## config.mk

```make
export PLATFORM = sky130hd
export DESIGN_NAME = calc_sequencer_flat
export DESIGN_NICKNAME = d
export VERILOG_FILES = /design/src/rtl/calc_sequencer_if.sv /design/src/rtl/calc_sequencer.sv /design/src/flat_wrapper.sv
export SDC_FILE = /design/constraint.sdc
export NUM_CORES = 1
export LEC_CHECK = 0
export BUFFER_PORTS_ARGS = -buffer_cell sky130_fd_sc_hd__buf_4
export CAP_MARGIN = 10
export CORE_ASPECT_RATIO = 0.6
export CORE_MARGIN = 1
export CORE_UTILIZATION = 57
export DETAILED_ROUTE_END_ITERATION = 10
export PLACE_DENSITY_LB_ADDON = 0.2
export SYNTH_ARGS = -nofsm -noshare
export SYNTH_HDL_FRONTEND = slang
export SYNTH_SLANG_ARGS = --single-unit
```

## constraint.sdc

```tcl
create_clock -name clk -period 7.8 [get_ports clk]
set_input_delay 0.39 -clock clk [delete_from_list [all_inputs] [get_ports clk]]
set_output_delay 0.39 -clock clk [all_outputs]
set_load 0.005 [all_outputs]
```

## src/rtl/calc_sequencer_if.sv

```systemverilog
// Key-event and display bundle between the keypad decoder, the calculator
// sequencer and the display digit path.
interface calc_sequencer_if;
  logic       key_valid;
  logic [3:0] key;
  logic [3:0] BCD4;
  logic [3:0] BCD3;
  logic [3:0] BCD2;
  logic [3:0] BCD1;
  logic [3:0] BCD0;
  logic       busy;
  logic       done;

  modport master (
    output key_valid, key,
    input  BCD4, BCD3, BCD2, BCD1, BCD0, busy, done
  );

  modport slave (
    input  key_valid, key,
    output BCD4, BCD3, BCD2, BCD1, BCD0, busy, done
  );
endinterface

```

## src/rtl/calc_sequencer.sv

```systemverilog
// Calculator control sequencer: two-digit operand entry, one arithmetic pass,
// then a 14-step shift-add-3 conversion that feeds the display digit codes.
module calc_sequencer (
  input logic            clk,
  input logic            rst,
  calc_sequencer_if.slave bus
);

  localparam logic [2:0] ST_ENT_A = 3'd0;
  localparam logic [2:0] ST_ENT_B = 3'd1;
  localparam logic [2:0] ST_CALC  = 3'd2;
  localparam logic [2:0] ST_CONV  = 3'd3;
  localparam logic [2:0] ST_SHOW  = 3'd4;

  localparam logic [3:0] KEY_ADD   = 4'd10;
  localparam logic [3:0] KEY_SUB   = 4'd11;
  localparam logic [3:0] KEY_MUL   = 4'd12;
  localparam logic [3:0] KEY_ENTER = 4'd15;
  localparam logic [3:0] BLANK     = 4'd15;
  localparam logic [3:0] CONV_LAST = 4'd14;

  logic [2:0]  state_r;
  logic [3:0]  a_tens_r, a_ones_r, b_tens_r, b_ones_r;
  logic [3:0]  op_r;
  logic        neg_r;
  logic [13:0] res_r;
  logic [15:0] acc_r;
  logic [3:0]  cnt_r;
  logic [3:0]  bcd4_r, bcd3_r, bcd2_r, bcd1_r, bcd0_r;
  logic        busy_r, done_r;

  logic        is_digit_s, is_op_s;
  logic [6:0]  a_val_s, b_val_s;
  logic [13:0] calc_s;
  logic        neg_s;
  logic [15:0] adj_s, conv_next_s;
  logic        show3_s, show2_s, show1_s;
  logic [3:0]  s4_s, s3_s, s2_s, s1_s, s0_s;

  function automatic logic [3:0] blank_zero(input logic [3:0] d);
    return (d == 4'd0) ? BLANK : d;
  endfunction

  function automatic logic [3:0] add3(input logic [3:0] d);
    return (d >= 4'd5) ? (d + 4'd3) : d;
  endfunction

  // Operand values, arithmetic result, conversion step and result formatting.
  always_comb begin
    is_digit_s = (bus.key <= 4'd9);
    is_op_s    = (bus.key == KEY_ADD) || (bus.key == KEY_SUB) || (bus.key == KEY_MUL);
    a_val_s    = {3'd0, a_tens_r} * 7'd10 + {3'd0, a_ones_r};
    b_val_s    = {3'd0, b_tens_r} * 7'd10 + {3'd0, b_ones_r};
    neg_s      = 1'b0;
    case (op_r)
      KEY_ADD: calc_s = {7'd0, a_val_s} + {7'd0, b_val_s};
      KEY_SUB: begin
        if (a_val_s >= b_val_s) begin
          calc_s = {7'd0, a_val_s} - {7'd0, b_val_s};
        end else begin
          calc_s = {7'd0, b_val_s} - {7'd0, a_val_s};
          neg_s  = 1'b1;
        end
      end
      KEY_MUL: calc_s = {7'd0, a_val_s} * {7'd0, b_val_s};
      default: calc_s = 14'd0;
    endcase

    adj_s       = {add3(acc_r[15:12]), add3(acc_r[11:8]), add3(acc_r[7:4]), add3(acc_r[3:0])};
    conv_next_s = (adj_s << 1) | {15'd0, res_r[13]};

    // Leading zeros blank; the sign sits just left of the most significant shown digit.
    show3_s = (acc_r[15:12] != 4'd0);
    show2_s = show3_s || (acc_r[11:8] != 4'd0);
    show1_s = show2_s || (acc_r[7:4] != 4'd0);
    s4_s = BLANK;
    s3_s = show3_s ? acc_r[15:12] : BLANK;
    s2_s = show2_s ? acc_r[11:8]  : BLANK;
    s1_s = show1_s ? acc_r[7:4]   : BLANK;
    s0_s = acc_r[3:0];
    if (neg_r) begin
      if (show3_s) begin
        s4_s = KEY_SUB;
      end else if (show2_s) begin
        s3_s = KEY_SUB;
      end else if (show1_s) begin
        s2_s = KEY_SUB;
      end else begin
        s1_s = KEY_SUB;
      end
    end else begin
      s4_s = BLANK;
    end
  end

  // Sequencer state, operand registers and registered display outputs.
  always_ff @(posedge clk or negedge rst) begin
    if (!rst) begin
      state_r  <= ST_ENT_A;
      a_tens_r <= 4'd0;
      a_ones_r <= 4'd0;
      b_tens_r <= 4'd0;
      b_ones_r <= 4'd0;
      op_r     <= 4'd0;
      neg_r    <= 1'b0;
      res_r    <= 14'd0;
      acc_r    <= 16'd0;
      cnt_r    <= 4'd0;
      bcd4_r   <= BLANK;
      bcd3_r   <= BLANK;
      bcd2_r   <= BLANK;
      bcd1_r   <= BLANK;
      bcd0_r   <= BLANK;
      busy_r   <= 1'b0;
      done_r   <= 1'b0;
    end else begin
      done_r <= 1'b0;
      case (state_r)
        ST_ENT_A: begin
          if (bus.key_valid && is_digit_s) begin
            a_tens_r <= a_ones_r;
            a_ones_r <= bus.key;
            bcd4_r   <= BLANK;
            bcd3_r   <= BLANK;
            bcd2_r   <= BLANK;
            bcd1_r   <= blank_zero(a_ones_r);
            bcd0_r   <= bus.key;
          end else if (bus.key_valid && is_op_s) begin
            op_r    <= bus.key;
            bcd4_r  <= blank_zero(a_tens_r);
            bcd3_r  <= a_ones_r;
            bcd2_r  <= bus.key;
            bcd1_r  <= BLANK;
            bcd0_r  <= BLANK;
            state_r <= ST_ENT_B;
          end
        end
        ST_ENT_B: begin
          if (bus.key_valid && is_digit_s) begin
            b_tens_r <= b_ones_r;
            b_ones_r <= bus.key;
            bcd1_r   <= blank_zero(b_ones_r);
            bcd0_r   <= bus.key;
          end else if (bus.key_valid && (bus.key == KEY_ENTER)) begin
            state_r <= ST_CALC;
          end
        end
        ST_CALC: begin
          res_r   <= calc_s;
          neg_r   <= neg_s;
          acc_r   <= 16'd0;
          cnt_r   <= 4'd0;
          busy_r  <= 1'b1;
          state_r <= ST_CONV;
        end
        ST_CONV: begin
          // Fourteen shifts, then one more cycle to publish the formatted result.
          if (cnt_r == CONV_LAST) begin
            bcd4_r  <= s4_s;
            bcd3_r  <= s3_s;
            bcd2_r  <= s2_s;
            bcd1_r  <= s1_s;
            bcd0_r  <= s0_s;
            busy_r  <= 1'b0;
            done_r  <= 1'b1;
            state_r <= ST_SHOW;
          end else begin
            acc_r <= conv_next_s;
            res_r <= {res_r[12:0], 1'b0};
            cnt_r <= cnt_r + 4'd1;
          end
        end
        ST_SHOW: begin
          if (bus.key_valid && is_digit_s) begin
            a_tens_r <= 4'd0;
            a_ones_r <= bus.key;
            b_tens_r <= 4'd0;
            b_ones_r <= 4'd0;
            op_r     <= 4'd0;
            neg_r    <= 1'b0;
            bcd4_r   <= BLANK;
            bcd3_r   <= BLANK;
            bcd2_r   <= BLANK;
            bcd1_r   <= BLANK;
            bcd0_r   <= bus.key;
            state_r  <= ST_ENT_A;
          end
        end
        default: begin
          busy_r  <= 1'b0;
          state_r <= ST_ENT_A;
        end
      endcase
    end
  end

  assign bus.BCD4 = bcd4_r;
  assign bus.BCD3 = bcd3_r;
  assign bus.BCD2 = bcd2_r;
  assign bus.BCD1 = bcd1_r;
  assign bus.BCD0 = bcd0_r;
  assign bus.busy = busy_r;
  assign bus.done = done_r;

endmodule

```

## src/flat_wrapper.sv

```systemverilog
// flat-port wrapper written by rule: the top's interface ports become plain ports
module calc_sequencer_flat 
  (clk, rst, bus_key_valid, bus_key, bus_BCD4, bus_BCD3, bus_BCD2, bus_BCD1, bus_BCD0, bus_busy, bus_done);
  calc_sequencer_if bus_i ();
  input logic clk;
  input logic rst;
  input wire logic [$bits(bus_i.key_valid)-1:0] bus_key_valid;
  input wire logic [$bits(bus_i.key)-1:0] bus_key;
  output wire logic [$bits(bus_i.BCD4)-1:0] bus_BCD4;
  output wire logic [$bits(bus_i.BCD3)-1:0] bus_BCD3;
  output wire logic [$bits(bus_i.BCD2)-1:0] bus_BCD2;
  output wire logic [$bits(bus_i.BCD1)-1:0] bus_BCD1;
  output wire logic [$bits(bus_i.BCD0)-1:0] bus_BCD0;
  output wire logic [$bits(bus_i.busy)-1:0] bus_busy;
  output wire logic [$bits(bus_i.done)-1:0] bus_done;
  assign bus_i.key_valid = bus_key_valid;
  assign bus_i.key = bus_key;
  assign bus_BCD4 = bus_i.BCD4;
  assign bus_BCD3 = bus_i.BCD3;
  assign bus_BCD2 = bus_i.BCD2;
  assign bus_BCD1 = bus_i.BCD1;
  assign bus_BCD0 = bus_i.BCD0;
  assign bus_busy = bus_i.busy;
  assign bus_done = bus_i.done;
  calc_sequencer u_core (.clk(clk), .rst(rst), .bus(bus_i));
endmodule
```

==> results_tabular.tex <==
\begin{tabular}{lr}
\hline
Metric & Value \\
\hline
\multicolumn{2}{l}{\textbf{Floorplan}} \\
Die Width & between 100 and 150 um \\
Count of boundary I/O pins & 29 \\
Row Count & 30 \\
Core Footprint & $\sim$11000 sq um \\
Height of the die & slightly below 90 um \\
Die Footprint & roughly 12000 sq um \\
Effective utilization at floorplan & 59.6\% \\
\multicolumn{2}{l}{\textbf{Yosys}} \\
Compound-Gate Fraction of Synth Area & about a fifth \\
Post-synth design cell area & 6850 sq um \\
Commonest register cell after synthesis & dfrtp\_1 \\
Yosys synthesis warning count & 0 \\
Combinational family with the most area after synthesis & adder cells \\
Sequential element share of the synthesized area & roughly 30\% \\
Fraction of synthesized cell area in xor and xnor cells & between 4 and 5\% \\
Portion of netlist area occupied by mux cells & under 10\% \\
Yosys cell types & 61 \\
Fraction of registers with async set or reset after synthesis & 100\% \\
Net count of the mapped netlist & approximately 900 \\
Post-synthesis cell count & roughly 770 \\
Post-Synth Simple-Gate Area & 15.2\% \\
Fraction of the mapped netlist area in adder cells & between 20\% and 30\% \\
Number of storage elements in the synthesis netlist & 80 \\
Syn\_area\_per\_cell & a little under 9 sq um \\
Number of flops mapped to enable cells by yosys & 0 \\
\multicolumn{2}{l}{\textbf{Critical path}} \\
Register-to-Register Path Depth & 21 \\
Top cell by count, worst path & fa\_1 \\
Cells traversed along the worst timing path & ha\_1, ha\_1, fa\_1, xor2\_1, inv\_1, nand2\_1, fa\_1, fa\_1, inv\_1, fa\_1, inv\_1, fa\_1, inv\_1, ha\_1, o21a\_1, o31a\_1, o21a\_1, nor2\_1, o21ai\_0, xnor2\_1, o22ai\_1 \\
Delay of the slowest critical-path stage & 0.58 ns \\
Kind of cell adding the most delay to the critical path & adder cells \\
Critical Path End Type & flop \\
Biggest fanout along the worst timing path & 7 \\
Max stage delay cell, worst path & fa\_1 \\
Worst Path Arrival & 6.21 ns \\
Critical path required time & around 8.0 ns \\
Worst reg2reg startpoint & u\_core.b\_tens\_r[1] \\
FF-to-FF End & u\_core.res\_r[10] \\
Worst Path Class, Setup & reg2reg \\
Startpoint kind of the worst setup timing path & flop \\
Buf/Inv on CP & 4 \\
Source of the critical timing path & u\_core.b\_tens\_r[1] \\
Critical Path Stages & 21 \\
Setup slack of the most critical reg-to-reg path & roughly 1.8 ns \\
Critical Path End & u\_core.res\_r[10] \\
\multicolumn{2}{l}{\textbf{Clock network}} \\
Post-CTS Setup Bufs & 0 \\
Num CTS Buffers & 9 \\
H-tree depth & 3 \\
Maximum buffer depth of the clock tree & 2 \\
Clock slew at the register clock pins of the worst setup and hold paths & roughly 0.060 ns \\
Clock latency reported for the late side of the worst-skew pair & approximately 0.33 ns \\
Hold buffer count at CTS & 0 \\
Number of instances resized during post-cts repair & 0 \\
CTS sink cnt & 80 \\
Cell chosen for the clock root & clkbuf\_16 \\
CTS tree & done \\
\multicolumn{2}{l}{\textbf{Finish}} \\
Number of antenna cells inserted & 0 \\
Fill cell instance count of the final layout & roughly 980 \\
Share of cells above drive strength 1 & between 10 and 15\% \\
Most common cell after layout, fill and taps aside & nand2\_1 \\
Area occupied by registers & between 2000 and 2500 sq um \\
Combined area of the multi-input logic cells & between 4000 and 5000 sq um \\
Final standard cell count with taps included and fillers excluded & roughly 960 \\
Fin nets & between 900 and 1000 \\
Most frequent cells in the layout & nand2\_1 (89), inv\_1 (77), ha\_1 (77) \\
Synth-to-layout area growth & 9.12\% \\
\multicolumn{2}{l}{\textbf{GRT}} \\
Largest net degree at the start of global routing & 81 \\
Remaining Overflow, GRT & 0 \\
Global routing usage summed across all routing layers & 33.6\% \\
Number of global-route vias before repair & 5609 \\
Initial antenna violation count & 0 \\
First-pass GRT wire length & roughly 31 mm \\
\multicolumn{2}{l}{\textbf{Timing}} \\
Clk\_skew & 0.00800 ns \\
Pin slew with the least headroom to its limit & roughly 1.0 ns \\
Setup Total Neg Slack & 0 ns \\
Worst Hold Margin & 0.229 ns \\
Time the worst path needs with I/O delays and setup & about 6 ns \\
Number of endpoints failing setup at the final stage & 0 \\
Number of max-slew violations in the final report & 0 \\
Max Freq & approximately 170 MHz \\
Max transition margin & 32.3\% \\
Final count of hold timing violations & 0 \\
Setup repair after global routing missed its margin & no \\
Post-route clock period utilization & between 70\% and 80\% \\
\multicolumn{2}{l}{\textbf{Drt}} \\
Total detailed-routing wirelength & roughly 20 mm \\
Post-DR vias/cell & roughly 6.3 \\
Post-route antenna net violation count & 0 \\
\# DRC & 0 \\
Number of DRC markers in iteration 0 & 812 \\
Average detailed-routed wire length per instance & 20.7 um \\
Vias & between 6000 and 7000 \\
Iteration count of the initial detailed-routing pass & 8 \\
\multicolumn{2}{l}{\textbf{Place}} \\
Buffers on Ports & 28 \\
Routability Congestion & just under 1 \\
Hpwl dp & between 15 and 20 mm \\
Placed cell count & between 900 and 1000 \\
\multicolumn{2}{l}{\textbf{Status}} \\
Run status & finished, final reports clean \\
\multicolumn{2}{l}{\textbf{Flow run}} \\
Max Cap Violations & 0 \\
\multicolumn{2}{l}{\textbf{Hold path}} \\
Type of the worst min-delay path & in2async \\
\hline
\end{tabular}
final cells by class:
class                           instances  share of cell area, %
Tap cell                              160                   2.68
Clock buffer                           11                   3.38
Clock inverter                          5                  0.519
Inverter                               78                   3.92
Sequential cell                        80                   27.1
Multi-Input combinational cell        594                   59.2
Timing Repair Buffer                   31                   3.12
flip-flops by register name, summed over array words and instances (netlist names):
name and count:
u_core.state_r 3, u_core.b_tens_r 4, u_core.acc_r 16, u_core.a_tens_r 4
u_core.bus.BCD1 4, u_core.a_ones_r 4, u_core.res_r 14, u_core.neg_r 1
u_core.bus.BCD2 4, u_core.b_ones_r 4, u_core.bus.BCD3 4, u_core.op_r 4
u_core.bus.done 1, u_core.bus.BCD4 4, u_core.cnt_r 4, u_core.bus.busy 1
u_core.bus.BCD0 4
through the flow:
step | cell area, sq um | worst slack, ns | utilization, %
2_1_floorplan | 6850 | 2.38 | -
3_3_place_gp | 7180 | 2.05 | 62.5
3_5_place_dp | 7180 | 1.86 | 62.5
4_1_cts | 7470 | 1.83 | 65.0
5_1_grt | 7470 | 1.54 | 65.0
6_report | 7470 | 1.80 | 65.0
cells by family (layout without fill, tap and decap cells):
logic type               count (synthesis)  after routing
AO/OA/AOI/OAI                          206            206
XOR/XNOR                                34             34
multiplexers                            15             15
flip-flops                              80             80
AND/OR/NAND/NOR                        231            231
adder cells (fa/ha/maj)                108            108
buffers and inverters                  100            125
how the worst min path moves through the flow:
stage	startpoint	end	slack, ns
6_report	rst	u_core.a_tens_r[1]	0.23
3_3_place_gp	u_core.bus.BCD4[1]	u_core.bus.BCD4[1]	0.45
3_5_place_dp	u_core.bus.BCD4[3]	u_core.bus.BCD4[3]	0.46
4_1_cts	rst	u_core.acc_r[11]	0.26
2_1_floorplan	rst	u_core.a_ones_r[0]	0.09
5_1_grt	bus_key_valid	u_core.a_ones_r[3]	0.30
metal layers:
layer  part of all wire (%)  global-route usage (%)  up-vias  routed length [um]
li1                       -                       -     2754                   -
met1                     46                    52.1     2934                9110
met3                     14                    14.0       18                2840
met5                      0                       0        -                   0
met4                   0.63                    4.06        0                 125
met2                     39                    43.6      350                7780
cell usage after synthesis (all sizes together) (7+ instances only):
master   n  area (sq um)
nand2   89           334
ha      77           963
inv     77           289
nor2    68           255
o21ai   64           320
dfrtp   60          1500
a21oi   40           200
fa      31           621
xnor2   21           184
dfstp   20           526
nor3    18          90.1
o22ai   18           113
clkbuf  17          63.8
nor2b   13          81.3
xor2    13           114
nand2b  11          68.8
a22oi   10          75.1
mux2    10           116
nand3    9          45.0
o31ai    8          65.1
a211oi   7          52.6
o211ai   7          57.6
Power is not shown: default switching activity piles up to over one toggle a cycle in this logic, so the estimate is an artifact.
